--- config.mk ---
export PLATFORM = sky130hd
export DESIGN_NAME = pkt_dsc_tracker
export DESIGN_NICKNAME = d
export VERILOG_FILES = /design/src/rtl/pkt_dsc_tracker.sv
export SDC_FILE = /design/constraint.sdc
export NUM_CORES = 2
export LEC_CHECK = 0
export CORE_UTILIZATION = 45
export CTS_CLUSTER_SIZE = 40
export DETAILED_ROUTE_END_ITERATION = 12
export GPL_ROUTABILITY_DRIVEN = 0
export PLACE_DENSITY_LB_ADDON = 0.08
export SLEW_MARGIN = 30
export SYNTH_ARGS = -nofsm -noshare
export SYNTH_HDL_FRONTEND = slang
export SYNTH_SLANG_ARGS = --single-unit
export TNS_END_PERCENT = 10
--- constraint.sdc ---
create_clock -name clk -period 34.1 [get_ports clk]
set_input_delay 5.115 -clock clk [delete_from_list [all_inputs] [get_ports clk]]
set_output_delay 5.115 -clock clk [all_outputs]
set_load 0.005 [all_outputs]
--- src/rtl/pkt_dsc_tracker.sv ---
// pkt_dsc_tracker: tracks one "descriptor outstanding" bit per queue and
// decides, for every incoming packet or descriptor-only request, whether a
// new descriptor is needed and whether its metadata should be dropped.
// Decisions leave in order through a small output FIFO.
// Optional statistics counters are built when PKT_DSC_TRACKER_STATS_EN is
// defined; otherwise the counter outputs are tied to zero.
module pkt_dsc_tracker #(
    parameter int NB_QUEUES      = 512,
    parameter int META_WIDTH     = 128,
    parameter int PTR_WIDTH      = 16,
    parameter int RD_LATENCY     = 2,
    parameter int OUT_FIFO_DEPTH = 8,
    localparam int QW            = $clog2(NB_QUEUES)
) (
    input  logic                  clk,
    input  logic                  rst,
    input  logic [QW-1:0]         in_queue_id,
    input  logic [PTR_WIDTH-1:0]  in_head,
    input  logic [PTR_WIDTH-1:0]  in_tail,
    input  logic                  in_dsc_only,
    input  logic                  in_force_dsc,
    input  logic                  in_drop,
    input  logic [META_WIDTH-1:0] in_meta,
    input  logic                  in_valid,
    output logic                  in_ready,
    output logic [QW-1:0]         out_queue_id,
    output logic [META_WIDTH-1:0] out_meta,
    output logic                  out_needs_dsc,
    output logic                  out_drop_meta,
    output logic                  out_valid,
    input  logic                  out_ready,
    output logic [31:0]           dsc_cnt,
    output logic [31:0]           suppressed_cnt,
    output logic [31:0]           drop_cnt,
    output logic                  init_busy
);
    localparam int FW = $clog2(OUT_FIFO_DEPTH);
    localparam int EW = QW + META_WIDTH + 2;

    logic                  init_busy_reg;
    logic [QW-1:0]         init_addr_reg;
    logic                  accept;

    logic                  p_valid_reg [1:RD_LATENCY];
    logic [QW-1:0]         p_qid_reg   [1:RD_LATENCY];
    logic [META_WIDTH-1:0] p_meta_reg  [1:RD_LATENCY];
    logic                  p_force_reg [1:RD_LATENCY];
    logic                  p_dsco_reg  [1:RD_LATENCY];
    logic                  p_empty_reg [1:RD_LATENCY];
    logic                  p_drop_reg  [1:RD_LATENCY];

    logic                  status_mem  [NB_QUEUES];
    logic                  rd_data_reg [1:RD_LATENCY];

    logic                  h_valid_reg [1:RD_LATENCY];
    logic [QW-1:0]         h_qid_reg   [1:RD_LATENCY];
    logic                  h_s_reg     [1:RD_LATENCY];
    logic [RD_LATENCY:1]   fwd_hit;

    logic                  s_old, s_new, needs_dsc, drop_meta;
    logic                  ram_we, ram_wdata;
    logic [QW-1:0]         ram_waddr;

    logic                  dec_valid_reg;
    logic [EW-1:0]         dec_entry_reg;

    logic [EW-1:0]         fifo_mem [OUT_FIFO_DEPTH];
    logic [FW-1:0]         wr_ptr_reg, rd_ptr_reg;
    logic [FW:0]           count_reg;
    logic                  push, pop;
    int                    inflight;

    localparam int L = RD_LATENCY;

    // Status sweep after reset: clear one address per cycle.
    always_ff @(posedge clk or negedge rst) begin
        if (!rst) begin
            init_busy_reg <= 1'b1;
            init_addr_reg <= '0;
        end else if (init_busy_reg) begin
            init_addr_reg <= init_addr_reg + QW'(1);
            if (init_addr_reg == QW'(NB_QUEUES - 1))
                init_busy_reg <= 1'b0;
        end
    end

    assign init_busy = init_busy_reg;
    assign accept    = in_valid && in_ready;

    // Request pipeline that runs alongside the status-memory read.
    always_ff @(posedge clk or negedge rst) begin
        if (!rst) begin
            for (int k = 1; k <= L; k++) begin
                p_valid_reg[k] <= 1'b0;
                p_qid_reg[k]   <= '0;
                p_meta_reg[k]  <= '0;
                p_force_reg[k] <= 1'b0;
                p_dsco_reg[k]  <= 1'b0;
                p_empty_reg[k] <= 1'b0;
                p_drop_reg[k]  <= 1'b0;
            end
        end else begin
            p_valid_reg[1] <= accept;
            p_qid_reg[1]   <= in_queue_id;
            p_meta_reg[1]  <= in_meta;
            p_force_reg[1] <= in_force_dsc;
            p_dsco_reg[1]  <= in_dsc_only;
            p_empty_reg[1] <= (in_head == in_tail);
            p_drop_reg[1]  <= in_drop;
            for (int k = 2; k <= L; k++) begin
                p_valid_reg[k] <= p_valid_reg[k-1];
                p_qid_reg[k]   <= p_qid_reg[k-1];
                p_meta_reg[k]  <= p_meta_reg[k-1];
                p_force_reg[k] <= p_force_reg[k-1];
                p_dsco_reg[k]  <= p_dsco_reg[k-1];
                p_empty_reg[k] <= p_empty_reg[k-1];
                p_drop_reg[k]  <= p_drop_reg[k-1];
            end
        end
    end

    // Status read; a same-cycle write to the same address wins.
    always_ff @(posedge clk) begin
        if (ram_we && (ram_waddr == in_queue_id))
            rd_data_reg[1] <= ram_wdata;
        else
            rd_data_reg[1] <= status_mem[in_queue_id];
        for (int k = 2; k <= L; k++)
            rd_data_reg[k] <= rd_data_reg[k-1];
    end

    // Status write port, shared between the sweep and live decisions.
    always_ff @(posedge clk) begin
        if (ram_we)
            status_mem[ram_waddr] <= ram_wdata;
    end

    // Decisions made in the last L cycles were written after this request
    // read the memory, so they must be forwarded.
    genvar gi;
    generate
        for (gi = 1; gi <= RD_LATENCY; gi++) begin : g_fwd
            assign fwd_hit[gi] = h_valid_reg[gi] && (h_qid_reg[gi] == p_qid_reg[L]);
        end
    endgenerate

    // Old-status selection (youngest forwarded decision wins) and decision.
    always_comb begin
        s_old = rd_data_reg[L];
        for (int k = L; k >= 1; k--)
            if (fwd_hit[k]) s_old = h_s_reg[k];
        needs_dsc = 1'b0;
        drop_meta = 1'b0;
        s_new     = s_old;
        if (p_force_reg[L]) begin
            needs_dsc = 1'b1;
            s_new     = 1'b1;
        end else if (p_dsco_reg[L]) begin
            if (p_empty_reg[L]) begin
                drop_meta = 1'b1;
                s_new     = 1'b0;
            end else begin
                needs_dsc = 1'b1;
                s_new     = 1'b1;
            end
        end else if (p_drop_reg[L]) begin
            drop_meta = 1'b1;
        end else begin
            needs_dsc = !s_old;
            s_new     = 1'b1;
        end
    end

    // Write-port mux: sweep has the port exclusively while it runs.
    always_comb begin
        ram_we    = init_busy_reg || p_valid_reg[L];
        ram_waddr = init_busy_reg ? init_addr_reg : p_qid_reg[L];
        ram_wdata = init_busy_reg ? 1'b0 : s_new;
    end

    // Decision history for forwarding, plus the registered decision.
    always_ff @(posedge clk or negedge rst) begin
        if (!rst) begin
            for (int k = 1; k <= L; k++) begin
                h_valid_reg[k] <= 1'b0;
                h_qid_reg[k]   <= '0;
                h_s_reg[k]     <= 1'b0;
            end
            dec_valid_reg <= 1'b0;
            dec_entry_reg <= '0;
        end else begin
            h_valid_reg[1] <= p_valid_reg[L];
            h_qid_reg[1]   <= p_qid_reg[L];
            h_s_reg[1]     <= s_new;
            for (int k = 2; k <= L; k++) begin
                h_valid_reg[k] <= h_valid_reg[k-1];
                h_qid_reg[k]   <= h_qid_reg[k-1];
                h_s_reg[k]     <= h_s_reg[k-1];
            end
            dec_valid_reg <= p_valid_reg[L];
            dec_entry_reg <= {p_qid_reg[L], p_meta_reg[L], needs_dsc, drop_meta};
        end
    end

    assign push = dec_valid_reg;
    assign pop  = out_valid && out_ready;

    // FIFO storage.
    always_ff @(posedge clk) begin
        if (push)
            fifo_mem[wr_ptr_reg] <= dec_entry_reg;
    end

    // FIFO pointers and occupancy.
    always_ff @(posedge clk or negedge rst) begin
        if (!rst) begin
            wr_ptr_reg <= '0;
            rd_ptr_reg <= '0;
            count_reg  <= '0;
        end else begin
            if (push) wr_ptr_reg <= wr_ptr_reg + FW'(1);
            if (pop)  rd_ptr_reg <= rd_ptr_reg + FW'(1);
            case ({push, pop})
                2'b10:   count_reg <= count_reg + (FW+1)'(1);
                2'b01:   count_reg <= count_reg - (FW+1)'(1);
                default: ;
            endcase
        end
    end

    assign out_valid = (count_reg != '0);
    assign {out_queue_id, out_meta, out_needs_dsc, out_drop_meta} = fifo_mem[rd_ptr_reg];

    // Reserve a FIFO slot for every request already in flight.
    always_comb begin
        inflight = dec_valid_reg ? 1 : 0;
        for (int k = 1; k <= L; k++)
            if (p_valid_reg[k]) inflight++;
    end

    assign in_ready = !init_busy_reg && ((int'(count_reg) + inflight) < OUT_FIFO_DEPTH);

`ifdef PKT_DSC_TRACKER_STATS_EN
    logic [31:0] dsc_cnt_reg, sup_cnt_reg, drop_cnt_reg;

    // Statistics on popped entries; wrap naturally at 2^32.
    always_ff @(posedge clk or negedge rst) begin
        if (!rst) begin
            dsc_cnt_reg  <= '0;
            sup_cnt_reg  <= '0;
            drop_cnt_reg <= '0;
        end else if (pop) begin
            if (out_needs_dsc)                   dsc_cnt_reg  <= dsc_cnt_reg + 32'd1;
            if (!out_needs_dsc && !out_drop_meta) sup_cnt_reg  <= sup_cnt_reg + 32'd1;
            if (out_drop_meta)                   drop_cnt_reg <= drop_cnt_reg + 32'd1;
        end
    end

    assign dsc_cnt        = dsc_cnt_reg;
    assign suppressed_cnt = sup_cnt_reg;
    assign drop_cnt       = drop_cnt_reg;
`else
    assign dsc_cnt        = '0;
    assign suppressed_cnt = '0;
    assign drop_cnt       = '0;
`endif

endmodule

==> out/metrics.cfg <==
[status]
status=complete, no violations

[timing]
slew_violations=0
rsz0062_at_grt=false
finalCritPeriodShare=0.288
max_freq_mhz=102
slew_headroom=0.344
min_period_ns=9.82
setup_ws_ns=24.28
hold_viol=0
worst_slew_pin_slew_ns=0.983
setup_viol=0
finClkSkew_ns=0.0294
fin_setup_tns_ns=0

[critical_path]
cp_max_fo=73
ff2ff_setup_slack_ns=29.98
cpMaxStageDelayCell=dfrtp_4
reg2reg_depth=8
worstSetupStartpoint=rd_ptr_reg[0]
path_class=reg2out
worstReg2RegEnd=status_mem[253]
rr_startpoint=p_qid_reg[1]
cp_cell_sequence=buf_12 > buf_16 > buf_6 > mux4_2 > mux2_2 > clkdlybuf4s50_1
cp.required_ns=28.98
end_kind=primary output
crit_end=out_meta[55]
worstPathArrival_ns=4.70
critPathMaxStageDelay_ns=0.83
critPathLaunchType=flip-flop

[logic_synthesis]
ys_seq_area_frac=0.778
synth_seq_cells=2082
syn_area_mm2=0.0774
synth_edf_count=1624
async_reset_ff_frac=0.219
syn_area_per_cell_um2=19.9
syn_inst=3898
synth_flop_cell=edfxtp_1
ys_warn_count=0
ys_types=64

[floorplanning]
die_height_um=417
num_rows=151
core_region_area_mm2=0.170
die_w_um=417
io_pins=414
die_area_mm2=0.174
start_util=0.455

[finish]
area_delta_synth_final_pct=16.3
layout_common_cells=edfxtp_1, nor2_1, dfrtp_1, mux4_2, clkdlybuf4s50_1
fin_util=0.529
fill_cells=13483
seq_area_mm2=0.0602
nets=4472
drive_gt1_frac=0.215
final_common_cell=edfxtp_1
multi_input_area_mm2=0.0159
largest_reg_flops=1112

[clock_tree]
cts.repair.resized=0
cts_setup_buffers=0
clkTransAtPathRegs_ns=0.06
cts_tree=done
insertion_delay_ns=0.84
h-tree-depth=4
cts_buffers=213
cts_sinks=2082
ctsRootBufferMaster=clkbuf_16
clock_path_buffers=3
hold_buffers=0

[grt]
gr-usage-all-layers=0.198
overflow=0
grt_pass1_vias=37817
grt_first_pass_wirelength_um=253000
grt_max_degree=257
antenna_found_initial=5

[power_and_ir_drop]
power_leakage_nw=30.3
pwr_density_cell_mw_per_mm2=74.6
irDropWorstVdd_mv=0.0520

[route]
drt-total-wl_um=170000
vias=36117
viasPerCell=5.40
firstDrtPassIters=7
drtIter0Drc=2461
wl_per_cell_um=25.4
antenna_left=0
drcViolationCount=0

[placed_design]
port_buffers=317
dp_slack_ns=25.03
place_hpwl_um=88400

[hold_path]
hold_class=reg2reg

[flow_run]
cap_violations=0

[where the power goes]
group | internal, mW | switching (mW) | total (mW)
Sequential | 2.92 | 0.0744 | 3.00
Clock | 1.35 | 0.957 | 2.31
Combinational | 0.745 | 0.662 | 1.41
[critical path, delay by kind of cell, from the launching register on]
kind,cells,cell delay (ns)
buffers and inverters,4,2.07
flip-flops,1,0.83
multiplexers,2,0.86
[per-stage QoR]
| step | area [µm²] | std cells | power, mW | hold WS (ns) |
|---|---|---|---|---|
| floorplan | 77700 | 3993 | 3.87 | 0.310 |
| global placement | 82800 | 6281 | 4.49 | 0.331 |
| detailed placement | 82800 | 6283 | 4.50 | 0.335 |
| CTS | 89900 | 6686 | 6.83 | 0.335 |
| global route | 90000 | 6690 | 6.99 | 0.341 |
| finish | 90000 | 6691 | 6.71 | 0.332 |
[synth_stat cells (13+ instances only)]
library cell  number  area share
a21oi_1           14     0.00091
a22oi_1           16      0.0016
buf_1             43      0.0021
buf_2             21      0.0014
buf_4            103       0.010
clkbuf_1         148      0.0072
dfrtp_1          455        0.15
edfxtp_1        1624        0.63
inv_1             13     0.00063
mux2_2           153       0.022
mux2i_1           41      0.0053
mux4_2           400        0.12
nand2_1           85      0.0041
nand2b_1          13      0.0011
nand3_1           19      0.0012
nor2_1           541       0.026
nor2b_1           17      0.0014
xnor2_1           44      0.0050
xor2_1            16      0.0018
[worst min path at each step]
stage	startpoint	slack (ns)	end	cells after the start
4_1_cts	p_meta_reg[171]	0.34	p_meta_reg[43]	0
6_report	p_meta_reg[171]	0.33	p_meta_reg[43]	0
3_5_place_dp	p_meta_reg[99]	0.33	dec_entry_reg[101]	0
3_3_place_gp	p_meta_reg[105]	0.33	dec_entry_reg[107]	0
5_1_grt	p_meta_reg[171]	0.34	p_meta_reg[43]	0
2_1_floorplan	rd_data_reg[1]	0.31	rd_data_reg[2]	0
[metal layers]
layer,GRT usage,routed length [µm]
met4,0.0535,3870
met3,0.0311,7160
met2,0.335,86600
met1,0.268,72200
met5,0,13
[logic make-up (layout without fill, tap and decap cells)]
kind of cell / Yosys count / count (layout) / share of synthesized area
XOR/XNOR: 60 / 60 / 0.00679
AND/OR/NAND/NOR: 720 / 720 / 0.0380
flip-flops: 2082 / 2082 / 0.778
other: 1 / 97 / 0.0000485
buffers and inverters: 330 / 809 / 0.0214
multiplexers: 594 / 594 / 0.144
AO/OA/AOI/OAI: 99 / 99 / 0.00948
adder cells (fa/ha/maj): 12 / 12 / 0.00204
[final cells by class]
type,instances,area share
tap,2218,0.0308
inverter,14,0.000584
multi-input combinational,1581,0.177
timing repair buffer,392,0.0440
antenna,1,0.0000278
clock buffer,324,0.0685
clock inverter,79,0.00994
sequential,2082,0.669
Note: power is estimated with default switching activity, not from simulation.
